### config.mk
export PLATFORM = sky130hd
export DESIGN_NAME = beam_dwell_sequencer
export DESIGN_NICKNAME = d
export VERILOG_FILES = /design/src/rtl/beam_dwell_sequencer.sv
export SDC_FILE = /design/constraint.sdc
export NUM_CORES = 1
export LEC_CHECK = 0
export ABC_AREA = 0
export CAP_MARGIN = 15
export CORE_MARGIN = 10
export CORE_UTILIZATION = 55
export CTS_CLUSTER_SIZE = 12
export DETAILED_ROUTE_END_ITERATION = 16
export HOLD_SLACK_MARGIN = 0.08
export PLACE_DENSITY = 0.85
export SYNTH_ARGS = -nofsm -noshare
export SYNTH_HDL_FRONTEND = slang
export SYNTH_SLANG_ARGS = --single-unit
### constraint.sdc
create_clock -name clk -period 3.2 [get_ports clk]
set_clock_uncertainty 0.15 [all_clocks]
set_input_delay 0.32 -clock clk [delete_from_list [all_inputs] [get_ports clk]]
set_output_delay 0.32 -clock clk [all_outputs]
set_load 0.03 [all_outputs]
### src/rtl/beam_dwell_sequencer.sv
// Buffers quantized beam step commands, issues them to the beamformer over valid/ready,
// then enforces a phase-shifter settle time and a fixed receive dwell window per command.
module beam_dwell_sequencer #(
    parameter int FIFO_DEPTH    = 4,
    parameter int SETTLE_CYCLES = 8,
    parameter int DWELL_CYCLES  = 32
) (
    input  logic        clk,
    input  logic        rst,
    input  logic        enable,
    input  logic        cmd_valid,
    input  logic [3:0]  cmd_az_step,
    input  logic [3:0]  cmd_el_step,
    output logic        bfm_valid,
    input  logic        bfm_ready,
    output logic [3:0]  bfm_az_step,
    output logic [3:0]  bfm_el_step,
    output logic        dwell_start,
    output logic        dwell_active,
    output logic [2:0]  fifo_level,
    output logic [15:0] stat_dwells,
    output logic [15:0] stat_dropped
);

    localparam int AW = $clog2(FIFO_DEPTH);
    localparam int CW = AW + 1;
    localparam int SW = $clog2(SETTLE_CYCLES + 1);
    localparam int DW = $clog2(DWELL_CYCLES + 1);
    localparam logic [3:0] CTR = 4'd8;

    typedef enum logic [2:0] {IDLE, LOAD, SETTLE, DWELL, CENTER} state_t;

    state_t          state_q, state_d;
    logic [7:0]      mem_q [FIFO_DEPTH];
    logic [AW-1:0]   wr_ptr_q, wr_ptr_d, rd_ptr_q, rd_ptr_d;
    logic [CW-1:0]   count_q, count_d;
    logic [3:0]      cur_az_q, cur_az_d, cur_el_q, cur_el_d;
    logic [3:0]      bfm_az_q, bfm_az_d, bfm_el_q, bfm_el_d;
    logic            bfm_valid_q, bfm_valid_d;
    logic            dwell_start_q, dwell_start_d;
    logic            dwell_active_q, dwell_active_d;
    logic [SW-1:0]   settle_cnt_q, settle_cnt_d;
    logic [DW-1:0]   dwell_cnt_q, dwell_cnt_d;
    logic [15:0]     stat_dwells_q, stat_dwells_d;
    logic [15:0]     stat_dropped_q, stat_dropped_d;

    logic       full, empty, push, drop, pop, xfer, dispatch;
    logic [3:0] head_az, head_el;

    always_comb begin
        state_d        = state_q;
        wr_ptr_d       = wr_ptr_q;
        rd_ptr_d       = rd_ptr_q;
        count_d        = count_q;
        cur_az_d       = cur_az_q;
        cur_el_d       = cur_el_q;
        bfm_az_d       = bfm_az_q;
        bfm_el_d       = bfm_el_q;
        bfm_valid_d    = bfm_valid_q;
        dwell_start_d  = 1'b0;
        dwell_active_d = dwell_active_q;
        settle_cnt_d   = settle_cnt_q;
        dwell_cnt_d    = dwell_cnt_q;
        stat_dwells_d  = stat_dwells_q;
        stat_dropped_d = stat_dropped_q;
        pop            = 1'b0;
        dispatch       = 1'b0;

        full    = (count_q == CW'(FIFO_DEPTH));
        empty   = (count_q == '0);
        head_az = mem_q[rd_ptr_q][7:4];
        head_el = mem_q[rd_ptr_q][3:0];
        xfer    = bfm_valid_q && bfm_ready;
        push    = cmd_valid && enable && (state_q != CENTER) && !full;
        drop    = cmd_valid && enable && (state_q != CENTER) && full;

        if (drop && stat_dropped_q != '1)
            stat_dropped_d = stat_dropped_q + 16'd1;

        if (!enable && (state_q == LOAD || state_q == SETTLE || state_q == DWELL)) begin
            // a handshake completing in the abort cycle still moves the beam
            if (state_q == LOAD && xfer) begin
                cur_az_d = bfm_az_q;
                cur_el_d = bfm_el_q;
            end
            dwell_active_d = 1'b0;
            settle_cnt_d   = '0;
            dwell_cnt_d    = '0;
            if (cur_az_d != CTR || cur_el_d != CTR) begin
                state_d     = CENTER;
                bfm_valid_d = 1'b1;
                bfm_az_d    = CTR;
                bfm_el_d    = CTR;
            end else begin
                state_d     = IDLE;
                bfm_valid_d = 1'b0;
            end
        end else begin
            case (state_q)
                IDLE: begin
                    if (!enable) begin
                        if (cur_az_q != CTR || cur_el_q != CTR) begin
                            state_d     = CENTER;
                            bfm_valid_d = 1'b1;
                            bfm_az_d    = CTR;
                            bfm_el_d    = CTR;
                        end
                    end else if (!empty) begin
                        dispatch = 1'b1;
                    end
                end
                LOAD: begin
                    if (xfer) begin
                        cur_az_d     = bfm_az_q;
                        cur_el_d     = bfm_el_q;
                        bfm_valid_d  = 1'b0;
                        settle_cnt_d = SW'(SETTLE_CYCLES);
                        state_d      = SETTLE;
                    end
                end
                SETTLE: begin
                    if (settle_cnt_q == SW'(1)) begin
                        state_d        = DWELL;
                        dwell_active_d = 1'b1;
                        dwell_start_d  = 1'b1;
                        dwell_cnt_d    = DW'(DWELL_CYCLES);
                    end else begin
                        settle_cnt_d = settle_cnt_q - SW'(1);
                    end
                end
                DWELL: begin
                    if (dwell_cnt_q == DW'(1)) begin
                        if (stat_dwells_q != '1)
                            stat_dwells_d = stat_dwells_q + 16'd1;
                        dwell_active_d = 1'b0;
                        if (!empty)
                            dispatch = 1'b1;
                        else
                            state_d = IDLE;
                    end else begin
                        dwell_cnt_d = dwell_cnt_q - DW'(1);
                    end
                end
                CENTER: begin
                    if (xfer) begin
                        cur_az_d    = CTR;
                        cur_el_d    = CTR;
                        bfm_valid_d = 1'b0;
                        state_d     = IDLE;
                    end
                end
                default: state_d = IDLE;
            endcase
        end

        // a head equal to the current position needs no move, so dwell starts directly
        if (dispatch) begin
            pop = 1'b1;
            if (head_az == cur_az_q && head_el == cur_el_q) begin
                state_d        = DWELL;
                dwell_active_d = 1'b1;
                dwell_start_d  = 1'b1;
                dwell_cnt_d    = DW'(DWELL_CYCLES);
            end else begin
                state_d     = LOAD;
                bfm_valid_d = 1'b1;
                bfm_az_d    = head_az;
                bfm_el_d    = head_el;
            end
        end

        if (!enable) begin
            wr_ptr_d = '0;
            rd_ptr_d = '0;
            count_d  = '0;
        end else begin
            if (push)
                wr_ptr_d = wr_ptr_q + AW'(1);
            if (pop)
                rd_ptr_d = rd_ptr_q + AW'(1);
            count_d = count_q + CW'(push) - CW'(pop);
        end
    end

    always_ff @(posedge clk) begin
        if (push)
            mem_q[wr_ptr_q] <= {cmd_az_step, cmd_el_step};
    end

    always_ff @(posedge clk) begin
        if (rst) begin
            state_q        <= IDLE;
            wr_ptr_q       <= '0;
            rd_ptr_q       <= '0;
            count_q        <= '0;
            cur_az_q       <= CTR;
            cur_el_q       <= CTR;
            bfm_az_q       <= CTR;
            bfm_el_q       <= CTR;
            bfm_valid_q    <= 1'b0;
            dwell_start_q  <= 1'b0;
            dwell_active_q <= 1'b0;
            settle_cnt_q   <= '0;
            dwell_cnt_q    <= '0;
            stat_dwells_q  <= '0;
            stat_dropped_q <= '0;
        end else begin
            state_q        <= state_d;
            wr_ptr_q       <= wr_ptr_d;
            rd_ptr_q       <= rd_ptr_d;
            count_q        <= count_d;
            cur_az_q       <= cur_az_d;
            cur_el_q       <= cur_el_d;
            bfm_az_q       <= bfm_az_d;
            bfm_el_q       <= bfm_el_d;
            bfm_valid_q    <= bfm_valid_d;
            dwell_start_q  <= dwell_start_d;
            dwell_active_q <= dwell_active_d;
            settle_cnt_q   <= settle_cnt_d;
            dwell_cnt_q    <= dwell_cnt_d;
            stat_dwells_q  <= stat_dwells_d;
            stat_dropped_q <= stat_dropped_d;
        end
    end

    assign bfm_valid    = bfm_valid_q;
    assign bfm_az_step  = bfm_az_q;
    assign bfm_el_step  = bfm_el_q;
    assign dwell_start  = dwell_start_q;
    assign dwell_active = dwell_active_q;
    assign fifo_level   = 3'(count_q);
    assign stat_dwells  = stat_dwells_q;
    assign stat_dropped = stat_dropped_q;

endmodule

==> impl_metrics.xml <==
<?xml version="1.0" encoding="UTF-8"?>
<metrics>
  <group name="run_status">
    <metric name="run_status" unit="">complete, no violations</metric>
  </group>
  <group name="sta">
    <metric name="fin_hold_ws" unit="ps">366</metric>
    <metric name="slew_viol_final" unit="">0</metric>
    <metric name="max_clock_freq" unit="MHz">351</metric>
    <metric name="grt_setup_unrepaired" unit="">no</metric>
    <metric name="tightest_slew" unit="ps">958</metric>
    <metric name="setup-violations-final" unit="">0</metric>
    <metric name="timing.slew.headroom" unit="">0.355</metric>
    <metric name="final.period_utilization" unit="">0.890</metric>
    <metric name="fin_crit" unit="ps">2850</metric>
    <metric name="timing.setup.tns" unit="ps">0</metric>
    <metric name="finalHoldViolations" unit="">0</metric>
  </group>
  <group name="yosys">
    <metric name="synth_area_per_cell" unit="µm²">10.4</metric>
    <metric name="synth_ff_type" unit="">sky130_fd_sc_hd__dfxtp_1</metric>
    <metric name="asyncSetResetFlopFracSynth" unit="">0</metric>
    <metric name="seq_area_frac_synth" unit="">0.484</metric>
    <metric name="postSynthNetCount" unit="">509</metric>
    <metric name="syn_area" unit="µm²">5000</metric>
    <metric name="number_of_enable_flip_flop_cells_after_synthesis" unit="">32</metric>
    <metric name="yosysWarningCount" unit="">0</metric>
    <metric name="synthesis.instances" unit="">483</metric>
    <metric name="synth_cell_type_count" unit="">61</metric>
    <metric name="ys_ff_latch" unit="">105</metric>
  </group>
  <group name="critical_path">
    <metric name="ff_to_ff_path_depth" unit="">11</metric>
    <metric name="endpoint_kind" unit="">register</metric>
    <metric name="critical_path_class" unit="">reg2reg</metric>
    <metric name="cp_data_arrival_time" unit="ps">2960</metric>
    <metric name="critical_path_peak_fanout" unit="">6</metric>
    <metric name="critical_path_required" unit="ps">3310</metric>
    <metric name="startpoint_type" unit="">register</metric>
  </group>
  <group name="layout">
    <metric name="drive_above_1_share" unit="">0.0849</metric>
    <metric name="finish.instance_area" unit="µm²">5880</metric>
    <metric name="layout.nets" unit="">563</metric>
    <metric name="synthToLayoutAreaGrowth" unit="%">17.5</metric>
    <metric name="n_antenna_cell" unit="">0</metric>
  </group>
  <group name="power_and_ir_drop">
    <metric name="internal_cell_power" unit="mW">1.84</metric>
    <metric name="net-switching-power" unit="mW">0.718</metric>
    <metric name="p_sw_frac" unit="">0.281</metric>
    <metric name="power.total" unit="mW">2.56</metric>
    <metric name="power.static_leakage" unit="nW">2.04</metric>
    <metric name="share_comb_of_total_power" unit="">0.107</metric>
    <metric name="worst_ir_drop_vdd" unit="mV">0.256</metric>
    <metric name="share_of_total_power_in_sequential_cells" unit="">0.561</metric>
    <metric name="power.density_cell_area" unit="nW/µm²">435</metric>
    <metric name="clock_power_share" unit="">0.332</metric>
  </group>
  <group name="global_route">
    <metric name="grt_first_pass_wirelength" unit="mm">17.9</metric>
    <metric name="grt_util_all_layers" unit="">0.164</metric>
    <metric name="grt_max_degree" unit="">46</metric>
    <metric name="number_of_global_route_vias_before_repair" unit="">3752</metric>
    <metric name="antenna_found_initial" unit="">0</metric>
    <metric name="grt_overflow_total" unit="">0</metric>
  </group>
  <group name="floorplanning">
    <metric name="pin_count" unit="">59</metric>
    <metric name="initial_core_util" unit="">0.568</metric>
    <metric name="die_outline_width" unit="µm">115</metric>
    <metric name="floorplan.core_area" unit="µm²">8810</metric>
    <metric name="fp.dieH" unit="µm">115</metric>
    <metric name="rows" unit="">34</metric>
    <metric name="dieArea" unit="µm²">13300</metric>
  </group>
  <group name="drt">
    <metric name="initialDrtViolationCount" unit="">225</metric>
    <metric name="ant_nets" unit="">0</metric>
    <metric name="number_of_detailed_routing_iterations_run_before_antenna_repair" unit="">4</metric>
    <metric name="post-route-drc-count" unit="">0</metric>
    <metric name="avgViaCountPerCell" unit="">5.85</metric>
    <metric name="routed_wire_length_per_instance" unit="µm">16.7</metric>
    <metric name="vias_post_dr" unit="">3802</metric>
    <metric name="postRouteWirelength" unit="mm">10.8</metric>
  </group>
  <group name="min_path">
    <metric name="whs_path_depth" unit="">2</metric>
    <metric name="hold_class" unit="">reg2reg</metric>
  </group>
  <group name="clocking">
    <metric name="clockBufferDepth" unit="">2</metric>
    <metric name="depth_of_the_cts_h_tree" unit="">3</metric>
    <metric name="clk_latency" unit="ps">380</metric>
    <metric name="numClockSinks" unit="">105</metric>
    <metric name="number_of_buffers_added_by_the_clock_tree_synthesis_step" unit="">9</metric>
    <metric name="cts_hold_repair.buffers" unit="">0</metric>
    <metric name="cts_post_setup_buffers_inserted" unit="">0</metric>
    <metric name="clock-root-buffer" unit="">sky130_fd_sc_hd__clkbuf_8</metric>
    <metric name="worst_setup_hold_path_clk_slew" unit="ps">130</metric>
    <metric name="tritoncts" unit="">yes</metric>
    <metric name="ctsResizeCount" unit="">0</metric>
  </group>
  <group name="placement">
    <metric name="place_hpwl" unit="mm">7.85</metric>
    <metric name="place.port_buffers" unit="">58</metric>
    <metric name="dpl_cell_area" unit="µm²">5660</metric>
    <metric name="routability_congestion_estimate" unit="">0.805</metric>
  </group>
  <group name="job">
    <metric name="max_cap_viol_count" unit="">0</metric>
  </group>
</metrics>
==> registers in the layout, summed over array words and instances, names as in the netlist, named ones only <==
register,flops
stat_dropped,16
state_q,3
dwell_start,1
mem_q,32
dwell_active,1
bfm_valid,1
cur_az_q,4
fifo_level,3
rd_ptr_q,2
wr_ptr_q,2
dwell_cnt_q,6
cur_el_q,4
stat_dwells,16
bfm_el_step,4
settle_cnt_q,4
bfm_az_step,4
==> routing by layer <==
layer,vias to the layer above,GRT usage,wire (µm)
met5,-,0,0
met4,0,0.0566,90
met3,6,0.0365,461
met2,79,0.292,5730
met1,1844,0.190,4570
li1,1873,-,-
==> power groups by stage <==
stage	Clock [mW]	Combinational (mW)	Sequential [mW]
2_1_floorplan	0	0.197	1.46
3_3_place_gp	0	0.266	1.46
3_5_place_dp	0	0.274	1.46
4_1_cts	0.862	0.274	1.43
5_1_grt	0.915	0.302	1.44
6_report	0.848	0.275	1.43
==> worst max-delay path, stage by stage (launching register included) <==
cell and delay, ps:
sky130_fd_sc_hd__dfxtp_1 380, sky130_fd_sc_hd__nor4_2 370, sky130_fd_sc_hd__nand4_1 210, sky130_fd_sc_hd__a211o_1 350, sky130_fd_sc_hd__inv_1 160, sky130_fd_sc_hd__ha_1 150
sky130_fd_sc_hd__inv_1 40, sky130_fd_sc_hd__ha_1 190, sky130_fd_sc_hd__fa_1 380, sky130_fd_sc_hd__xnor2_1 180, sky130_fd_sc_hd__xnor2_1 140, sky130_fd_sc_hd__nor2_1 50
==> synthesized netlist by cell type (6+ instances only) <==
library cell	instances	area share
sky130_fd_sc_hd__dfxtp_1	73	0.29
sky130_fd_sc_hd__nand2_1	29	0.022
sky130_fd_sc_hd__nor4_1	12	0.015
sky130_fd_sc_hd__nor3_1	15	0.015
sky130_fd_sc_hd__nand4_1	10	0.013
sky130_fd_sc_hd__ha_1	12	0.030
sky130_fd_sc_hd__clkbuf_1	14	0.011
sky130_fd_sc_hd__xnor2_1	28	0.049
sky130_fd_sc_hd__nor3b_1	7	0.011
sky130_fd_sc_hd__a21oi_1	14	0.014
sky130_fd_sc_hd__a22o_1	6	0.011
sky130_fd_sc_hd__edfxtp_1	32	0.19
sky130_fd_sc_hd__and2_1	7	0.0088
sky130_fd_sc_hd__o21ai_0	11	0.011
sky130_fd_sc_hd__mux4_2	6	0.027
sky130_fd_sc_hd__and3_1	7	0.0088
sky130_fd_sc_hd__nand3_1	15	0.015
sky130_fd_sc_hd__xor2_1	13	0.023
sky130_fd_sc_hd__nor2_1	57	0.043
sky130_fd_sc_hd__inv_1	19	0.014
sky130_fd_sc_hd__mux2i_1	11	0.022
==> path summary, 6_finish.rpt <==
path / startpoint / endpoint / slack (ps)
setup / recovery: dwell_cnt_q[2]$_SDFF_PP0_ / fifo_level[2]$_SDFF_PP0_ / 350
hold / removal: bfm_el_step[2]$_SDFF_PP0_ / bfm_el_step[2]$_SDFF_PP0_ / 370
setup reg to reg: dwell_cnt_q[2]$_SDFF_PP0_ / fifo_level[2]$_SDFF_PP0_ / 350
hold reg to reg: bfm_el_step[2]$_SDFF_PP0_ / bfm_el_step[2]$_SDFF_PP0_ / 370
==> cells in the final DEF, fill, tap and decap left out, drive strengths merged, types with 14 or more instances in the layout <==
cell,instances
a21oi,14
clkdlybuf4s50,58
dfxtp,73
edfxtp,32
inv,22
nand2,29
nand3,15
nor2,57
nor3,15
nor4,18
xnor2,28
==> cell type report <==
class / instances / area, µm²
timing repair buffer: 64 / 626
multi-input combinational: 338 / 2410
inverter: 19 / 71.3
clock inverter: 7 / 88.8
tap: 108 / 135
clock buffer: 9 / 124
fill: 667 / 2930
sequential: 105 / 2420
==> logic make-up (layout without fill, tap and decap cells) <==
kind of cell / count (synthesis) / count (layout) / share of synthesized area
AOI/OAI and AO/OA: 64 / 64 / 0.0905
xor gates and xnor gates: 41 / 41 / 0.0718
adders and majority gates: 13 / 13 / 0.0340
buffers and inverters: 40 / 99 / 0.0343
DFF: 105 / 105 / 0.484
muxes: 19 / 19 / 0.0595
and+or+nand+nor: 201 / 201 / 0.226
==> per-stage QoR <==
stage / worst slack (ps) / cells / utilization
floorplan: 563 / 483 / -
global placement: 404 / 634 / 0.643
detailed placement: 304 / 634 / 0.643
CTS: 329 / 650 / 0.667
global route: 115 / 650 / 0.667
finish: 353 / 650 / 0.667
No activity file was read; power rests on OpenSTA's default activity.
